<file path="src/rtl/mult59_accum.sv">
// mult59_accum: accumulate/round/saturate stage behind the 59x59 multiplier.
// Tracks product validity, sums ACC_LEN products, rounds half-up, clips.
module mult59_accum #(
  parameter int MULT_LAT   = 12,
  parameter int ACC_LEN    = 16,
  parameter int ACC_W      = 118 + $clog2(ACC_LEN),
  parameter int FRAC_SHIFT = 58,
  parameter int OUT_W      = 48
) (
  input  logic             clk,
  input  logic             rst,
  input  logic             en,
  input  logic             op_valid,
  input  logic [117:0]     multout,
  input  logic             clr,
  output logic [OUT_W-1:0] acc_out,
  output logic             acc_valid,
  output logic             sat_flag,
  output logic             sat_sticky
);

  localparam int CNT_W = $clog2(ACC_LEN);
  localparam int RND_W = ACC_W + 1;

  localparam logic signed [RND_W-1:0] MAXV =
    {{(RND_W-OUT_W+1){1'b0}}, {(OUT_W-1){1'b1}}};
  localparam logic signed [RND_W-1:0] MINV =
    {{(RND_W-OUT_W+1){1'b1}}, {(OUT_W-1){1'b0}}};

  logic [MULT_LAT-1:0]       r_vpipe;
  logic [CNT_W-1:0]          r_count;
  logic signed [ACC_W-1:0]   r_acc;
  logic signed [ACC_W-1:0]   r_sum;
  logic signed [RND_W-1:0]   r_rnd;
  logic                      r_done1;
  logic                      r_done2;

  logic                      w_tail;
  logic                      w_wrap;
  logic signed [ACC_W-1:0]   w_prod;
  logic signed [ACC_W-1:0]   w_acc_nxt;
  logic signed [RND_W-1:0]   w_sum_ext;
  logic signed [RND_W-1:0]   w_rnd_add;
  logic signed [RND_W-1:0]   w_rnd;
  logic                      w_hi;
  logic                      w_lo;
  logic [OUT_W-1:0]          w_sat_val;

  assign w_tail    = r_vpipe[MULT_LAT-1];
  assign w_wrap    = w_tail && (r_count == CNT_W'(ACC_LEN - 1));
  assign w_prod    = {{(ACC_W-118){multout[117]}}, multout};
  assign w_acc_nxt = (r_count == '0) ? w_prod : r_acc + w_prod;

  // One extra bit ahead of the rounding add so the bias can never wrap.
  assign w_sum_ext = {r_sum[ACC_W-1], r_sum};
  assign w_rnd_add = w_sum_ext + (RND_W'(1) << (FRAC_SHIFT - 1));
  assign w_rnd     = w_rnd_add >>> FRAC_SHIFT;

  assign w_hi = r_rnd > MAXV;
  assign w_lo = r_rnd < MINV;

  // Clip the rounded sum into the signed output range.
  always_comb begin
    w_sat_val = r_rnd[OUT_W-1:0];
    if (w_hi) begin
      w_sat_val = {1'b0, {(OUT_W-1){1'b1}}};
    end else if (w_lo) begin
      w_sat_val = {1'b1, {(OUT_W-1){1'b0}}};
    end
  end

  // Validity delay line matched to the multiplier latency.
  always_ff @(posedge clk or posedge rst) begin
    if (rst) begin
      r_vpipe <= '0;
    end else if (en) begin
      if (clr) begin
        r_vpipe <= '0;
      end else begin
        r_vpipe <= (r_vpipe << 1) | MULT_LAT'(op_valid);
      end
    end
  end

  // Full-precision accumulation; the final product goes straight to r_sum.
  always_ff @(posedge clk or posedge rst) begin
    if (rst) begin
      r_count <= '0;
      r_acc   <= '0;
      r_sum   <= '0;
      r_done1 <= 1'b0;
    end else if (en) begin
      if (clr) begin
        r_count <= '0;
        r_acc   <= '0;
        r_done1 <= 1'b0;
      end else begin
        r_done1 <= w_wrap;
        if (w_tail) begin
          r_acc   <= w_acc_nxt;
          r_count <= r_count + CNT_W'(1);
        end
        if (w_wrap) begin
          r_sum <= w_acc_nxt;
        end
      end
    end
  end

  // Round-half-up stage.
  always_ff @(posedge clk or posedge rst) begin
    if (rst) begin
      r_rnd   <= '0;
      r_done2 <= 1'b0;
    end else if (en) begin
      if (clr) begin
        r_done2 <= 1'b0;
      end else begin
        r_done2 <= r_done1;
        if (r_done1) begin
          r_rnd <= w_rnd;
        end
      end
    end
  end

  // Saturated output register, one-cycle valid pulse and sticky flag.
  always_ff @(posedge clk or posedge rst) begin
    if (rst) begin
      acc_out    <= '0;
      acc_valid  <= 1'b0;
      sat_flag   <= 1'b0;
      sat_sticky <= 1'b0;
    end else if (!en) begin
      acc_valid <= 1'b0;
    end else if (clr) begin
      acc_valid  <= 1'b0;
      sat_sticky <= 1'b0;
    end else begin
      acc_valid <= r_done2;
      if (r_done2) begin
        acc_out    <= w_sat_val;
        sat_flag   <= w_hi | w_lo;
        sat_sticky <= sat_sticky | w_hi | w_lo;
      end
    end
  end

endmodule

</file>
<file path="config.mk">
export PLATFORM = sky130hd
export DESIGN_NAME = mult59_accum
export DESIGN_NICKNAME = d
export VERILOG_FILES = /design/src/rtl/mult59_accum.sv
export SDC_FILE = /design/constraint.sdc
export NUM_CORES = 1
export LEC_CHECK = 0
export CAP_MARGIN = 20
export CELL_PAD_IN_SITES_DETAIL_PLACEMENT = 1
export CELL_PAD_IN_SITES_GLOBAL_PLACEMENT = 2
export CORE_UTILIZATION = 39
export DETAILED_ROUTE_END_ITERATION = 8
export PLACE_DENSITY = 0.85
export SYNTH_ARGS = -nofsm -noshare
export SYNTH_HDL_FRONTEND = slang
export SYNTH_SLANG_ARGS = --single-unit
export TNS_END_PERCENT = 5
</file>
<file path="constraint.sdc">
create_clock -name clk -period 25.4 [get_ports clk]
set_input_delay 2.54 -clock clk [delete_from_list [all_inputs] [get_ports clk]]
set_output_delay 2.54 -clock clk [all_outputs]
set_load 0.05 [all_outputs]
</file>
* Yosys cells after proc, flatten, opt, wreduce, memory -nomap -nowiden *
Cells that the tools add are included.

operators by class
  add/subtract/negate cells = 3
  order comparisons = 2
  eq/ne operators = 1
  mux-type cells = 14
  bitwise logic cells = 5
  reductions and logical operators = 9

operators by type and width
  operator                                                                           count
  122-bit two-way mux                                                                3
  122-bit by 59-bit adder with 123-bit output, second input constant                 1
  122-bit by 118-bit adder with 122-bit output                                       1
  48-bit two-way mux                                                                 2
  65-bit by 48-bit greater-than comparator with 1-bit output, second input constant  1
  65-bit by 48-bit less-than comparator with 1-bit output, second input constant     1
  12-bit two-way mux                                                                 1
  12-bit by 1-bit bitwise OR with 12-bit output                                      1
  3-bit AND reduction                                                                3
  4-bit two-way mux                                                                  2
  1-bit two-way mux                                                                  6
  4-bit by 1-bit adder with 4-bit output, second input constant                      1
  4-bit equality test, second input constant                                         1
  4-bit zero test                                                                    1
  2-bit AND reduction                                                                2
  2-bit nonzero test                                                                 2
  1-bit bitwise OR                                                                   3
  1-bit logical AND                                                                  1
  1-bit NOT                                                                          1

storage, ports and cells
  bits in registers = 378
  input port bits = 123
  output and inout bits = 51

* Longest topological paths before layout *
  depth in word-level cells = 5
  gate-level depth with buffers = 13

* Worst setup path before layout *
No wires, ideal clock.

  path type = input to register
  from = input multout[0]
  to = register r_acc[116]
  library setup time = 0.126 ns
  data arrival time = 5.421 ns
  path slack = 19.853 ns
  cell stages on the path = 13
  path buffers = 0
  cells stage by stage = ha_1 -> fa_1 -> a21o_1 -> a221oi_2 -> o211a_1 -> o21ai_2 -> a31o_4 -> a31oi_4 -> a31o_4 -> o31ai_1 -> o41a_2 -> mux2i_1 -> a221o_1

on the way
  word-level cells in the longest chain between the ends = 4

RTL lines
  what                                          RTL line  RTL
  start, declared                               14        input logic [117:0] multout,
  122-bit by 118-bit adder with 122-bit output  52        assign w_acc_nxt = (r_count == '0) ? w_prod : r_acc + w_prod;
  122-bit two-way mux                           52
  122-bit two-way mux                           99        if (w_tail) begin
  122-bit two-way mux                           93        if (clr) begin
  end signal, assigned                          100       r_acc <= w_acc_nxt;
  end, declared                                 32        logic signed [ACC_W-1:0] r_acc;

Every way passes these cells. The select of a mux whose other input is x is not followed.
A chain may end at the register's enable or synchronous reset.

* Worst setup path after layout *
  from = input multout[32]
  to = register r_sum[100]

on the way
  word-level cells in the longest chain between the ends = 2

RTL lines
  what                                          RTL line  RTL
  122-bit by 118-bit adder with 122-bit output  52
  122-bit two-way mux                           52
  end signal, assigned                          104       r_sum <= w_acc_nxt;
  end, declared                                 33        logic signed [ACC_W-1:0] r_sum;

Every way passes these cells.

==> results.py <==
metrics = {
    "status": {
        "status": "finished clean",
    },
    "worst_hold_path": {
        "worstHoldEndpoint": "acc_out[46]",
        "timing.hold.worst.class": "register to register",
        "whs_path_depth": 2,
        "min_from": "acc_out[46]",
    },
    "setup_path": {
        "r2r_end": "r_sum[100]",
        "cp_max_fo": 6,
        "path_cells": "clkdlybuf4s50_1 > ha_1 > nand2_1 > nor4_1 > nand4_1 > a31oi_1 > nor3_2 > a21oi_2 > a21boi_0 > o31ai_1 > xor2_1 > mux2_2",
        "start_kind": "input port",
        "worstPathArrival_ns": 6.74,
        "max_stage_delay_ns": 0.70,
        "end_kind": "register",
        "cpLargestDelayFamily": "compound AO/OA/AOI/OAI gates",
        "cp_num_buf_inv": 1,
        "crit_slowest_cell": "nor4_1",
        "r2r_slack_ns": 21.20,
        "r2r-start": "r_acc[33]",
        "required_ns": 25.84,
        "crit_type": "input port to register",
        "r2r_cells": 11,
    },
    "clocking": {
        "cts.clk_slew.worst_paths_ns": 0.06,
        "cts_tree": "yes",
        "root_buffer": "clkbuf_16",
        "post_cts_buffers": 0,
        "insertion_delay_ns": 0.57,
        "cts_hold_buf": 0,
        "clock_path_buffers": 3,
        "cts_max_level": 2,
        "post_cts_resized": 0,
        "cts_sinks": 321,
        "cts_buffers": 40,
    },
    "final_layout": {
        "fin_nets": 3020,
        "drive_gt1_frac": 0.0543,
        "syn2layout_area_growth_pct": 16.4,
        "utilization": 0.462,
    },
    "sta": {
        "rsz0062_at_grt": "false",
        "relSlewSlack": 0.301,
        "finalCritPeriodShare": 0.248,
        "setup_viol": 0,
        "worst_hold_slack_ns": 0.478,
        "drv_slew": 0,
        "fin_crit_ns": 6.30,
        "finalHoldViolations": 0,
        "tightest_slew_ns": 1.05,
        "finClkSkew_ns": 0.0215,
        "fmax_mhz": 159,
        "timing.setup.tns_ns": 0,
        "layout_setup_ws_ns": 19.10,
    },
    "global_route": {
        "grtUsageMet2": 0.428,
        "gr-usage-met1": 0.358,
        "grt_max_degree": 132,
        "grtUsageTotal": 0.263,
        "use_met3": 0.0387,
        "grt_pass1_vias": 21300,
        "busiest_layer": "met2",
        "grt_overflow": 0,
        "grt_pass1_wl_um": 119000,
        "antenna_found_initial": 6,
    },
    "synthesis": {
        "synth_nets": 2937,
        "synth_area_leaders": "dfrtp_1, nand2_1, ha_1, o21ai_0, a21oi_1",
        "synth_cell_type_count": 86,
        "synth_area_um2": 22000,
        "synth_top_area_frac": 0.365,
        "async_flop_share": 1.00,
        "ys_seq_elements": 321,
        "ys.flop_type": "dfrtp_1",
        "synth_edf_count": 0,
        "synth.largest_area_cell": "dfrtp_1",
        "postSynthCellCount": 2689,
        "yosysMostFrequentCell": "nand2_1",
        "synth_warnings": 0,
        "yosys-top-cells-count": "nand2_1, dfrtp_1, o21ai_0, a21oi_1, nor2_1",
        "syn_avg_cell_area_um2": 8.18,
        "seq_area_frac_synth": 0.365,
    },
    "detailed_routing": {
        "drt_iter0_drc": 1314,
        "vias_per_cell": 5.73,
        "wirelength_um": 75000,
        "drcViolationCount": 0,
        "wl_per_cell_um": 21.1,
        "ant_nets": 0,
        "drt-pass1-iter-count": 5,
        "routed-via-count": 20300,
    },
    "pwr": {
        "ir_worst_vdd_uv": 41.7,
        "total_leakage_power_nw": 11.3,
        "p_clk_frac": 0.482,
        "p_seq_frac": 0.432,
        "p_int_mw": 0.885,
        "switching_power_mw": 0.300,
        "combPwrFrac": 0.086,
        "switching_share": 0.253,
        "powerDensity_nw_per_um2": 46.3,
    },
    "floorplan": {
        "core_area_um2": 55400,
        "die_y_um": 239,
        "chipWidth_um": 239,
        "ioPinCount": 174,
        "start_util": 0.397,
        "die_area_um2": 57300,
        "rows": 86,
    },
    "place": {
        "dp_hpwl_um": 56500,
        "port_buffers": 173,
        "place_congestion": 0.914,
        "pre_cts_slack_ns": 18.63,
    },
    "run": {
        "drv_cap": 0,
    },
}
registers in the layout, indices dropped and copies added (netlist names), 4 cells and up:
register and cells:
r_acc 122, r_rnd 65, r_sum 65, acc_out 48
r_vpipe 12, r_count 4
tightest hold or removal path, stage by stage (launching register included):
cell and delay [ns]:
dfrtp_1 0.34, nand2_1 0.05, o21ai_0 0.06
layer usage:
| layer | wire, um | up-vias |
|---|---|---|
| met5 | 58 | - |
| met4 | 2260 | 10 |
| met3 | 3300 | 125 |
| met2 | 34500 | 395 |
| met1 | 34900 | 10000 |
| li1 | - | 9781 |
power groups by stage:
stage | Clock, mW | Sequential, mW | Combinational [mW]
floorplan | 0 | 0.522 | 0.0548
global route | 0.602 | 0.512 | 0.111
CTS | 0.585 | 0.512 | 0.101
finish | 0.571 | 0.512 | 0.101
detailed placement | 0 | 0.521 | 0.101
global placement | 0 | 0.521 | 0.0986
worst max path at each step:
stage,startpoint,end,slack (ns),cells past startpoint
6_report,multout[32],r_sum[100],19.10,12
5_1_grt,multout[32],r_sum[100],19.01,12
4_1_cts,multout[32],r_sum[100],19.21,12
3_5_place_dp,multout[32],r_sum[100],18.63,12
3_3_place_gp,multout[32],r_sum[100],18.68,12
2_1_floorplan,rst,acc_out[0],13.98,1
final cells by class:
type                       count  area [um^2]
inverter                      52          203
clock buffer                  54         1100
timing repair buffer         193         1920
clock inverter                17          178
sequential                   321         8030
antenna                        1         2.50
fill                        6603        29800
tap                          748          936
multi-input combinational   2164        13200
cell families after synthesis:
| kind of cell | synth area share |
|---|---|
| compound gates | 0.251 |
| xor+xnor | 0.0713 |
| buf+inv | 0.0359 |
| mux | 0.0209 |
| fa+ha+maj | 0.0715 |
| simple gates | 0.184 |
| flops | 0.365 |
metrics by stage:
| stage | total power [mW] | cell area [um^2] | std cells |
|---|---|---|---|
| global placement | 0.620 | 24300 | 3476 |
| CTS | 1.20 | 25500 | 3547 |
| detailed placement | 0.622 | 24300 | 3476 |
| global route | 1.23 | 25600 | 3549 |
| floorplan | 0.576 | 22000 | 2689 |
| finish | 1.18 | 25600 | 3550 |
cell usage in the layout (no fill, tap or decap), types with 19 or more instances in the layout:
cell type,count
a22o_1,32
a21oi_1,291
xor2_1,82
o21ai_1,27
nor2_1,175
o21ai_0,308
ha_1,124
xnor2_1,95
a31oi_1,20
a22oi_1,20
nand2_1,448
clkbuf_16,40
mux2_2,24
mux2i_1,19
a21o_1,72
and3_1,29
nor3_1,31
clkdlybuf4s50_1,173
o21bai_1,36
nand4_1,65
inv_1,51
dfrtp_1,321
nand3_1,52
(Power assumes the default switching activity.)
